**config.mk**
```make
export PLATFORM = sky130hd
export DESIGN_NAME = uart_rx_frame_ctrl
export DESIGN_NICKNAME = d
export VERILOG_FILES = /design/src/rtl/uart_rx_frame_ctrl.sv
export SDC_FILE = /design/constraint.sdc
export NUM_CORES = 1
export LEC_CHECK = 0
export ABC_AREA = 1
export CAP_MARGIN = 20
export CORE_ASPECT_RATIO = 1.75
export CORE_MARGIN = 3
export CORE_UTILIZATION = 55
export CTS_CLUSTER_SIZE = 25
export DETAILED_ROUTE_END_ITERATION = 10
export GPL_ROUTABILITY_DRIVEN = 0
export PLACE_DENSITY = 0.76
export SKIP_CTS_REPAIR_TIMING = 1
export SLEW_MARGIN = 20
export SYNTH_ARGS = -nofsm -noshare
export SYNTH_HDL_FRONTEND = slang
export SYNTH_SLANG_ARGS = --single-unit
```
**constraint.sdc**
```tcl
create_clock -name clk -period 1.6 [get_ports clk]
set_input_delay 0.48 -clock clk [delete_from_list [all_inputs] [get_ports clk]]
set_output_delay 0.48 -clock clk [all_outputs]
set_load 0.01 [all_outputs]
```
**src/rtl/uart_rx_frame_ctrl.sv**
```systemverilog
// UART receive frame controller.
// Synchronises the serial line, validates the start bit, assembles a frame of
// DATA_BITS data bits (LSB first), an optional parity bit and 1 or 2 stop bits,
// then emits a single registered result pulse toward the rx FIFO.
module uart_rx_frame_ctrl #(
  parameter int DATA_BITS  = 8,
  parameter int OVERSAMPLE = 16,
  parameter int PARITY_EN  = 0,
  parameter int PARITY_ODD = 0,
  parameter int STOP_BITS  = 1
) (
  input  logic                 clk,
  input  logic                 reset,
  input  logic                 rx,
  input  logic                 baud_tick,
  input  logic                 fifo_full,
  output logic [DATA_BITS-1:0] rx_data,
  output logic                 wr_en,
  output logic                 frame_err,
  output logic                 parity_err,
  output logic                 overrun_err,
  output logic                 busy
);

  localparam int CW = $clog2(OVERSAMPLE);
  localparam int BW = $clog2(DATA_BITS + 1);

  localparam logic [CW-1:0] HALF_M1  = CW'(OVERSAMPLE / 2 - 1);
  localparam logic [CW-1:0] FULL_M1  = CW'(OVERSAMPLE - 1);
  localparam logic [BW-1:0] LAST_BIT = BW'(DATA_BITS - 1);
  localparam logic          ODD      = 1'(PARITY_ODD);

  typedef enum logic [2:0] {
    S_IDLE,
    S_START,
    S_DATA,
    S_PARITY,
    S_STOP,
    S_BREAK
  } state_t;

  // One-cycle result pulses, at most one set per frame.
  typedef struct packed {
    logic wr;
    logic ferr;
    logic perr;
    logic ovr;
  } result_t;

  logic                 sync1_q, sync1_d;
  logic                 rx_s_q, rx_s_d;
  state_t               state_q, state_d;
  logic [CW-1:0]        cnt_q, cnt_d;
  logic [BW-1:0]        bit_q, bit_d;
  logic                 stop_q, stop_d;
  logic [DATA_BITS-1:0] shift_q, shift_d;
  logic                 perr_q, perr_d;
  logic                 ferr_q, ferr_d;
  logic [DATA_BITS-1:0] rx_data_q, rx_data_d;
  result_t              res_q, res_d;

  logic full_hit;
  logic last_stop;

  assign full_hit  = baud_tick && (cnt_q == FULL_M1);
  // With two stop bits, stop_q marks that the first one has been sampled.
  assign last_stop = (STOP_BITS == 1) || stop_q;

  // Two-flop synchroniser on the raw line; idles high so reset does not look like a start bit.
  always_comb begin
    sync1_d = rx;
    rx_s_d  = sync1_q;
  end

  // Next-state, frame assembly and result decision.
  always_comb begin
    state_d   = state_q;
    cnt_d     = cnt_q;
    bit_d     = bit_q;
    stop_d    = stop_q;
    shift_d   = shift_q;
    perr_d    = perr_q;
    ferr_d    = ferr_q;
    rx_data_d = rx_data_q;
    res_d     = '0;

    unique case (state_q)
      S_IDLE: begin
        // Falling edge on the line is enough; no tick needed to leave IDLE.
        if (!rx_s_q) begin
          state_d = S_START;
          cnt_d   = '0;
          bit_d   = '0;
          stop_d  = 1'b0;
          perr_d  = 1'b0;
          ferr_d  = 1'b0;
        end
      end

      S_START: begin
        if (baud_tick) begin
          if (cnt_q == HALF_M1) begin
            // Mid start bit: still low means a real start, high means a glitch.
            cnt_d   = '0;
            state_d = rx_s_q ? S_IDLE : S_DATA;
          end else begin
            cnt_d = cnt_q + CW'(1);
          end
        end
      end

      S_DATA: begin
        if (full_hit) begin
          cnt_d   = '0;
          shift_d = {rx_s_q, shift_q[DATA_BITS-1:1]};
          bit_d   = bit_q + BW'(1);
          if (bit_q == LAST_BIT)
            state_d = (PARITY_EN != 0) ? S_PARITY : S_STOP;
        end else if (baud_tick) begin
          cnt_d = cnt_q + CW'(1);
        end
      end

      S_PARITY: begin
        if (full_hit) begin
          cnt_d   = '0;
          perr_d  = ((^shift_q) ^ rx_s_q) != ODD;
          state_d = S_STOP;
        end else if (baud_tick) begin
          cnt_d = cnt_q + CW'(1);
        end
      end

      S_STOP: begin
        if (full_hit) begin
          cnt_d  = '0;
          stop_d = 1'b1;
          if (!rx_s_q) ferr_d = 1'b1;
          if (last_stop) begin
            // A low final stop bit means the line may be in break; wait it out.
            state_d = rx_s_q ? S_IDLE : S_BREAK;
            // Priority: framing over parity over overrun; only a clean frame writes.
            if (ferr_q || !rx_s_q) begin
              res_d.ferr = 1'b1;
            end else if (perr_q) begin
              res_d.perr = 1'b1;
            end else if (fifo_full) begin
              res_d.ovr = 1'b1;
            end else begin
              res_d.wr  = 1'b1;
              rx_data_d = shift_q;
            end
          end
        end else if (baud_tick) begin
          cnt_d = cnt_q + CW'(1);
        end
      end

      S_BREAK: begin
        if (rx_s_q) state_d = S_IDLE;
      end

      default: state_d = S_IDLE;
    endcase
  end

  // State and datapath registers.
  always_ff @(posedge clk or posedge reset) begin
    if (reset) begin
      sync1_q   <= 1'b1;
      rx_s_q    <= 1'b1;
      state_q   <= S_IDLE;
      cnt_q     <= '0;
      bit_q     <= '0;
      stop_q    <= 1'b0;
      shift_q   <= '0;
      perr_q    <= 1'b0;
      ferr_q    <= 1'b0;
      rx_data_q <= '0;
      res_q     <= '0;
    end else begin
      sync1_q   <= sync1_d;
      rx_s_q    <= rx_s_d;
      state_q   <= state_d;
      cnt_q     <= cnt_d;
      bit_q     <= bit_d;
      stop_q    <= stop_d;
      shift_q   <= shift_d;
      perr_q    <= perr_d;
      ferr_q    <= ferr_d;
      rx_data_q <= rx_data_d;
      res_q     <= res_d;
    end
  end

  assign rx_data     = rx_data_q;
  assign wr_en       = res_q.wr;
  assign frame_err   = res_q.ferr;
  assign parity_err  = res_q.perr;
  assign overrun_err = res_q.ovr;
  assign busy        = (state_q != S_IDLE);

endmodule

```
==> flow_summary_export.csv, run 1 <==
group,metric,value,unit
outcome,outcome,"finished clean",
place,pre_cts_ws,-0.311,ns
floorplanning,core,0.00318,mm²
power,powerDensity,1130,mW/mm²
sta,maxSlewViolCount,0,
sta,fin_crit_sh,96.2,%
routing,finalWirelength,3.85,mm
yosys,synthSimpleGateAreaFrac,31.3,%
critical_path,critPathArrivalTime,1.06,ns
global_route,grt_pass1_wl,6.34,mm
yosys,synthesis.area,0.00184,mm²
routing,ant_nets,0,
yosys,synth_top_area_cell,"dfrtp_1",
sta,slew_headroom,81.2,%
global_route,grt_overflow,0,
critical_path,crit_chain,"inv_2 > nand2_4 > nor2_2 > inv_1 > clkbuf_2",
sta,finalWorstSetupSlack,0.0612,ns
cts,cts_max_path_buffers,2,
critical_path,path_max_fanout,2,
global_route,grt_pass1_vias,1468,
sta,rsz0062_at_grt,"yes",
final_layout,utilization,73.6,%
global_route,grt_max_degree,36,
sta,hold_viol,0,
sta,period_needed,1.54,ns
cts,clk_latency,0.29,ns
yosys,synth_compound_area_share,10.4,%
routing,viasPerCell,5.17,
place,dp_hpwl,2.63,mm
yosys,synth_nets,219,
yosys,netlist_instances,212,
final_layout,drive_gt1_share,26.5,%
cts,cts-root-buf,"clkbuf_8",
floorplanning,io_pins,18,
yosys,synth.area.top_cells,"dfrtp_1 45%, nand2_1 12%, inv_1 4.3%",
final_layout,area_growth_syn_to_layout,27.4,%
yosys,synth_warnings,0,
floorplanning,fp.dieH,82.4,µm
floorplanning,die_w,49.7,µm
cts,cts_buffers,5,
critical_path,endpoint_kind,"output pin",
floorplanning,rows,27,
yosys,synth_cell_types,26,
floorplanning,start_util,57.8,%
yosys,ys_seq_elements,35,
sta,setup_viol,0,
critical_path,crit_slowest_cell,"dfrtp_1",
power,vdd_drop_max,0.879,mV
critical_path,critical_path_class,"flop to output pin",
routing,wire_per_inst,13.0,µm
critical_path,cp_top_family,"flip-flops",
yosys,ys_seq_area_share,47.9,%
yosys,yosys.area.top_type_share,45.0,%
final_layout,final_nets,259,
routing,vias,1530,
flow_run,cap_violations,0,
global_route,grtUsageTotal,20.4,%
cts,h-tree-depth,2,
sta,fin_worst_skew,0.00291,ns
place,portBuffers,17,
yosys,synth_xor_area_share,2.86,%
sta,worst_slew_pin_slew,0.280,ns
floorplanning,die_area,0.00409,mm²
cts,cts.sinks,35,
critical_path,required,1.12,ns
routing,first_iter_violations,27,
final_layout,n_antenna_cell,0,
cts,clk_pin_slew,0.07,ns
routing,first_pass_iters,4,
sta,fmax,650,MHz
cts,cts_tree,"done",
critical_path,worst-path-buf-inv,3,
yosys,synth_top_family_by_area,"simple AND/OR/NAND/NOR gates",
worst_hold_path,min-delay-path-class,"flop to flop",
global_route,antenna_found_initial,0,
critical_path,critPathMaxStageDelay,0.39,ns
yosys,muxShareOfSynthArea,0,%
routing,drcViolationCount,0,
critical_path,critPathLaunchType,"flop",
power,power.leakage,1.34,nW
yosys,synthAdderAreaFrac,1.36,%
yosys,syn_area_per_cell,8.66,µm²
cell type report:
type / instances / area (µm²)
clock buffers: 6 / 72.6
clock inverters: 2 / 12.5
fillers: 252 / 837
inverters: 26 / 100
multi-input cells: 151 / 891
flip-flops and latches: 35 / 878
well taps: 43 / 53.8
repair buffers: 33 / 330
metrics by stage:
step           power [mW]  hold WS [ns]  instance area, µm²  instances  TNS, ns
4_1_cts              2.62         0.368                2220        289    -1.09
3_3_place_gp         1.99         0.346                2140        281    -6.78
2_1_floorplan        1.68         0.345                1840        212        0
6_report             2.64         0.366                2340        296        0
5_1_grt              2.81         0.370                2340        296  -0.0131
3_5_place_dp         1.99         0.357                2140        281    -7.60
Yosys cell counts:
library cell / n
nor3_1: 3
nand4_1: 2
nor4_1: 1
nand3_4: 2
nor2_2: 5
nor2_1: 5
nand2_2: 5
o21ai_1: 11
nor2_4: 6
nor3b_1: 1
o21ai_2: 9
o21ai_0: 8
dfrtp_1: 33
a21oi_1: 2
inv_2: 5
buf_2: 1
xor2_1: 3
nand3_1: 15
xnor2_1: 3
ha_1: 2
inv_1: 21
nand2_4: 4
o211ai_1: 1
nand2_1: 61
dfstp_2: 2
buf_6: 1
cell families (layout without fill, tap and decap cells):
group           after synthesis  in the layout
compound gates               31             31
xor+xnor                      6              6
fa+ha+maj                     2              2
buf+inv                      28             67
flops                        35             35
simple gates                110            112
layout by cell type (no fill, tap or decap), types with 2 or more instances in the layout:
master,count
o21ai_2,9
nand2_1,59
dfstp_2,2
o21ai_0,7
clkbuf_8,5
ha_1,2
xnor2_1,3
nor2_2,5
nand2_2,6
nor3_1,3
o21ai_1,12
nand2_4,5
inv_1,20
nand4_1,2
xor2_1,3
dfrtp_1,33
clkdlybuf4s50_1,3
inv_2,5
buf_4,15
nor2_1,5
dlymetal6s2s_1,13
nor2_4,6
nand3_1,15
a21oi_1,2
nand3_4,3
routing by layer:
metal  GRT usage [%]  part of all wire [%]  up-vias
met5               0                     0        -
met4            11.6                   2.3        0
met3            3.23                   3.3        8
met2            38.5                    55       35
met1            21.1                    39      731
li1                -                     -      756
final timing paths:
check | depth (start not counted) | to | slack, ns | from
max | 5 | busy | 0.06 | state_q[0]
min | 0 | rx_s_q | 0.37 | rx_s_d
max reg2reg | 9 | state_q[2] | 0.13 | cnt_q[0]
min reg2reg | 0 | rx_s_q | 0.37 | rx_s_d
max in group asynchronous | 3 | rx_s_q | 0.82 | reset
min in group asynchronous | 3 | wr_en | 0.53 | reset
power breakdown:
part | switching [mW] | internal, mW
Sequential | 0.0526 | 0.949
Combinational | 0.620 | 0.401
Clock | 0.318 | 0.304
state kept, by name, summed over array words and instances (netlist names), 3 cells and up:
signal and flops:
state_q 3, rx_data 8, cnt_q 4, bit_q 4, shift_q 8
Power figures use the tool's default switching activity.
==> inputs of run 2 (changes only) <==
Settings changed: SETUP_SLACK_MARGIN set to 0.15, SLEW_MARGIN 20 to 15.
==> flow_summary_export.csv, run 2 (synthesis gave the netlist of run 1 again) <==
group,metric,value,unit
outcome,outcome,"finished clean",
sta,fmax,651,MHz
power,power.leakage,1.41,nW
cts,cts-root-buf,"clkbuf_8",
routing,vias,1615,
final_layout,area_growth_syn_to_layout,41.2,%
routing,wire_per_inst,15.7,µm
place,numPlacedInstances,281,
final_layout,final_cell_mix,"45 x nand2_1, 33 x dfrtp_1, 18 x inv_1, 16 x nand2_2, 14 x nand3_1",
global_route,grt_overflow,0,
critical_path,required,1.12,ns
critical_path,critPathArrivalTime,1.06,ns
global_route,grt_max_degree,36,
place,portBuffers,17,
sta,worst_slew_pin_slew,0.276,ns
floorplanning,core,0.00318,mm²
floorplanning,fp.dieH,82.4,µm
cts,clk_pin_slew,0.07,ns
place,dp_hpwl,2.63,mm
sta,fin_worst_skew,0.00319,ns
critical_path,endpoint_kind,"output pin",
worst_hold_path,min-delay-path-class,"flop to flop",
power,powerDensity,1170,mW/mm²
final_layout,layout_commonest_cell,"nand2_1",
final_layout,fillers,200,
cts,clk_latency,0.29,ns
floorplanning,die_w,49.7,µm
flow_run,cap_violations,0,
floorplanning,rows,27,
critical_path,critical_path_class,"flop to output pin",
sta,slew_headroom,81.6,%
sta,setup_viol,0,
cts,cts.sinks,35,
final_layout,seq_area,878,µm²
final_layout,drive_gt1_share,38.1,%
final_layout,fin_cells,303,
sta,fin_crit_sh,96.0,%
critical_path,critPathLaunchType,"flop",
sta,period_needed,1.54,ns
routing,finalWirelength,4.75,mm
routing,drcViolationCount,0,
cts,cts_tree,"done",
cts,cts_max_path_buffers,2,
floorplanning,die_area,0.00409,mm²
cts,h-tree-depth,2,
global_route,grt_pass1_wl,6.34,mm
floorplanning,start_util,57.8,%
global_route,grt_pass1_vias,1468,
routing,viasPerCell,5.33,
place,pre_cts_ws,-0.311,ns
final_layout,final_nets,266,
final_layout,multiInputGateArea,0.00103,mm²
critical_path,path_max_fanout,2,
global_route,grtUsageTotal,20.4,%
sta,maxSlewViolCount,0,
critical_path,rrSetupSlack,0.12,ns
routing,first_pass_iters,4,
routing,first_iter_violations,62,
sta,finalWorstSetupSlack,0.0639,ns
sta,hold_viol,0,
power,power,3.03,mW
final_layout,n_antenna_cell,0,
power,vdd_drop_max,0.934,mV
floorplanning,io_pins,18,
global_route,antenna_found_initial,0,
routing,ant_nets,0,
sta,rsz0062_at_grt,"yes",
cts,cts_buffers,5,
## run 2: cell count changes in the layout (fill, tap and decap cells not counted), moves of 3 or more
cell,previous run,this run
buf_6,0,9
nand2_1,59,45
nand2_2,6,16
nand2_4,5,8
nor2_2,5,2
nor2_4,6,11
o21ai_0,7,4
## run 2: metrics by stage
stage | cell area [µm²] | util [%] | setup TNS, ns | hold slack, ns
after floorplan | 1840 | - | 0 | 0.345
after global placement | 2140 | 67.3 | -6.78 | 0.346
after detailed placement | 2140 | 67.3 | -7.60 | 0.357
after CTS | 2220 | 70.0 | -1.09 | 0.368
after global routing | 2590 | 81.6 | 0 | 0.370
final | 2590 | 81.6 | 0 | 0.365
## run 2: area by class of cell
type                            count  share of cell area [%]
Inverter                           26                    4.93
Timing Repair Buffer               40                    16.1
Clock buffer                        6                    2.80
Sequential cell                    35                    33.9
Tap cell                           43                    2.08
Clock inverter                      2                   0.483
Multi-Input combinational cell    151                    39.7
## run 2: critical path, stage by stage, from the launching register on
cell      delay [ns]
dfrtp_1         0.40
inv_2           0.08
nand2_4         0.06
nor2_4          0.08
inv_1           0.04
clkbuf_2        0.12
## run 2: worst paths after layout
kind	cells past startpoint	end	from
worst max register to register	10	state_q[2]	state_q[2]
worst max-delay path	5	busy	state_q[1]
worst min-delay path	0	rx_s_q	rx_s_d
max in group asynchronous	3	rx_s_q	reset
min in group asynchronous	3	wr_en	reset
worst min register to register	0	rx_s_q	rx_s_d
## run 2: power by group
group / internal, mW / switching (mW)
clock network: 0.304 / 0.322
registers: 0.949 / 0.0600
logic: 0.566 / 0.825
## run 2: metal layers
| layer | vias up | routed length, µm | GRT usage, % |
|---|---|---|---|
| met2 | 55 | 2680 | 38.5 |
| met1 | 774 | 1760 | 21.1 |
| met4 | 0 | 127 | 11.6 |
| met3 | 12 | 183 | 3.23 |
| li1 | 774 | - | - |
| met5 | - | 0 | 0 |
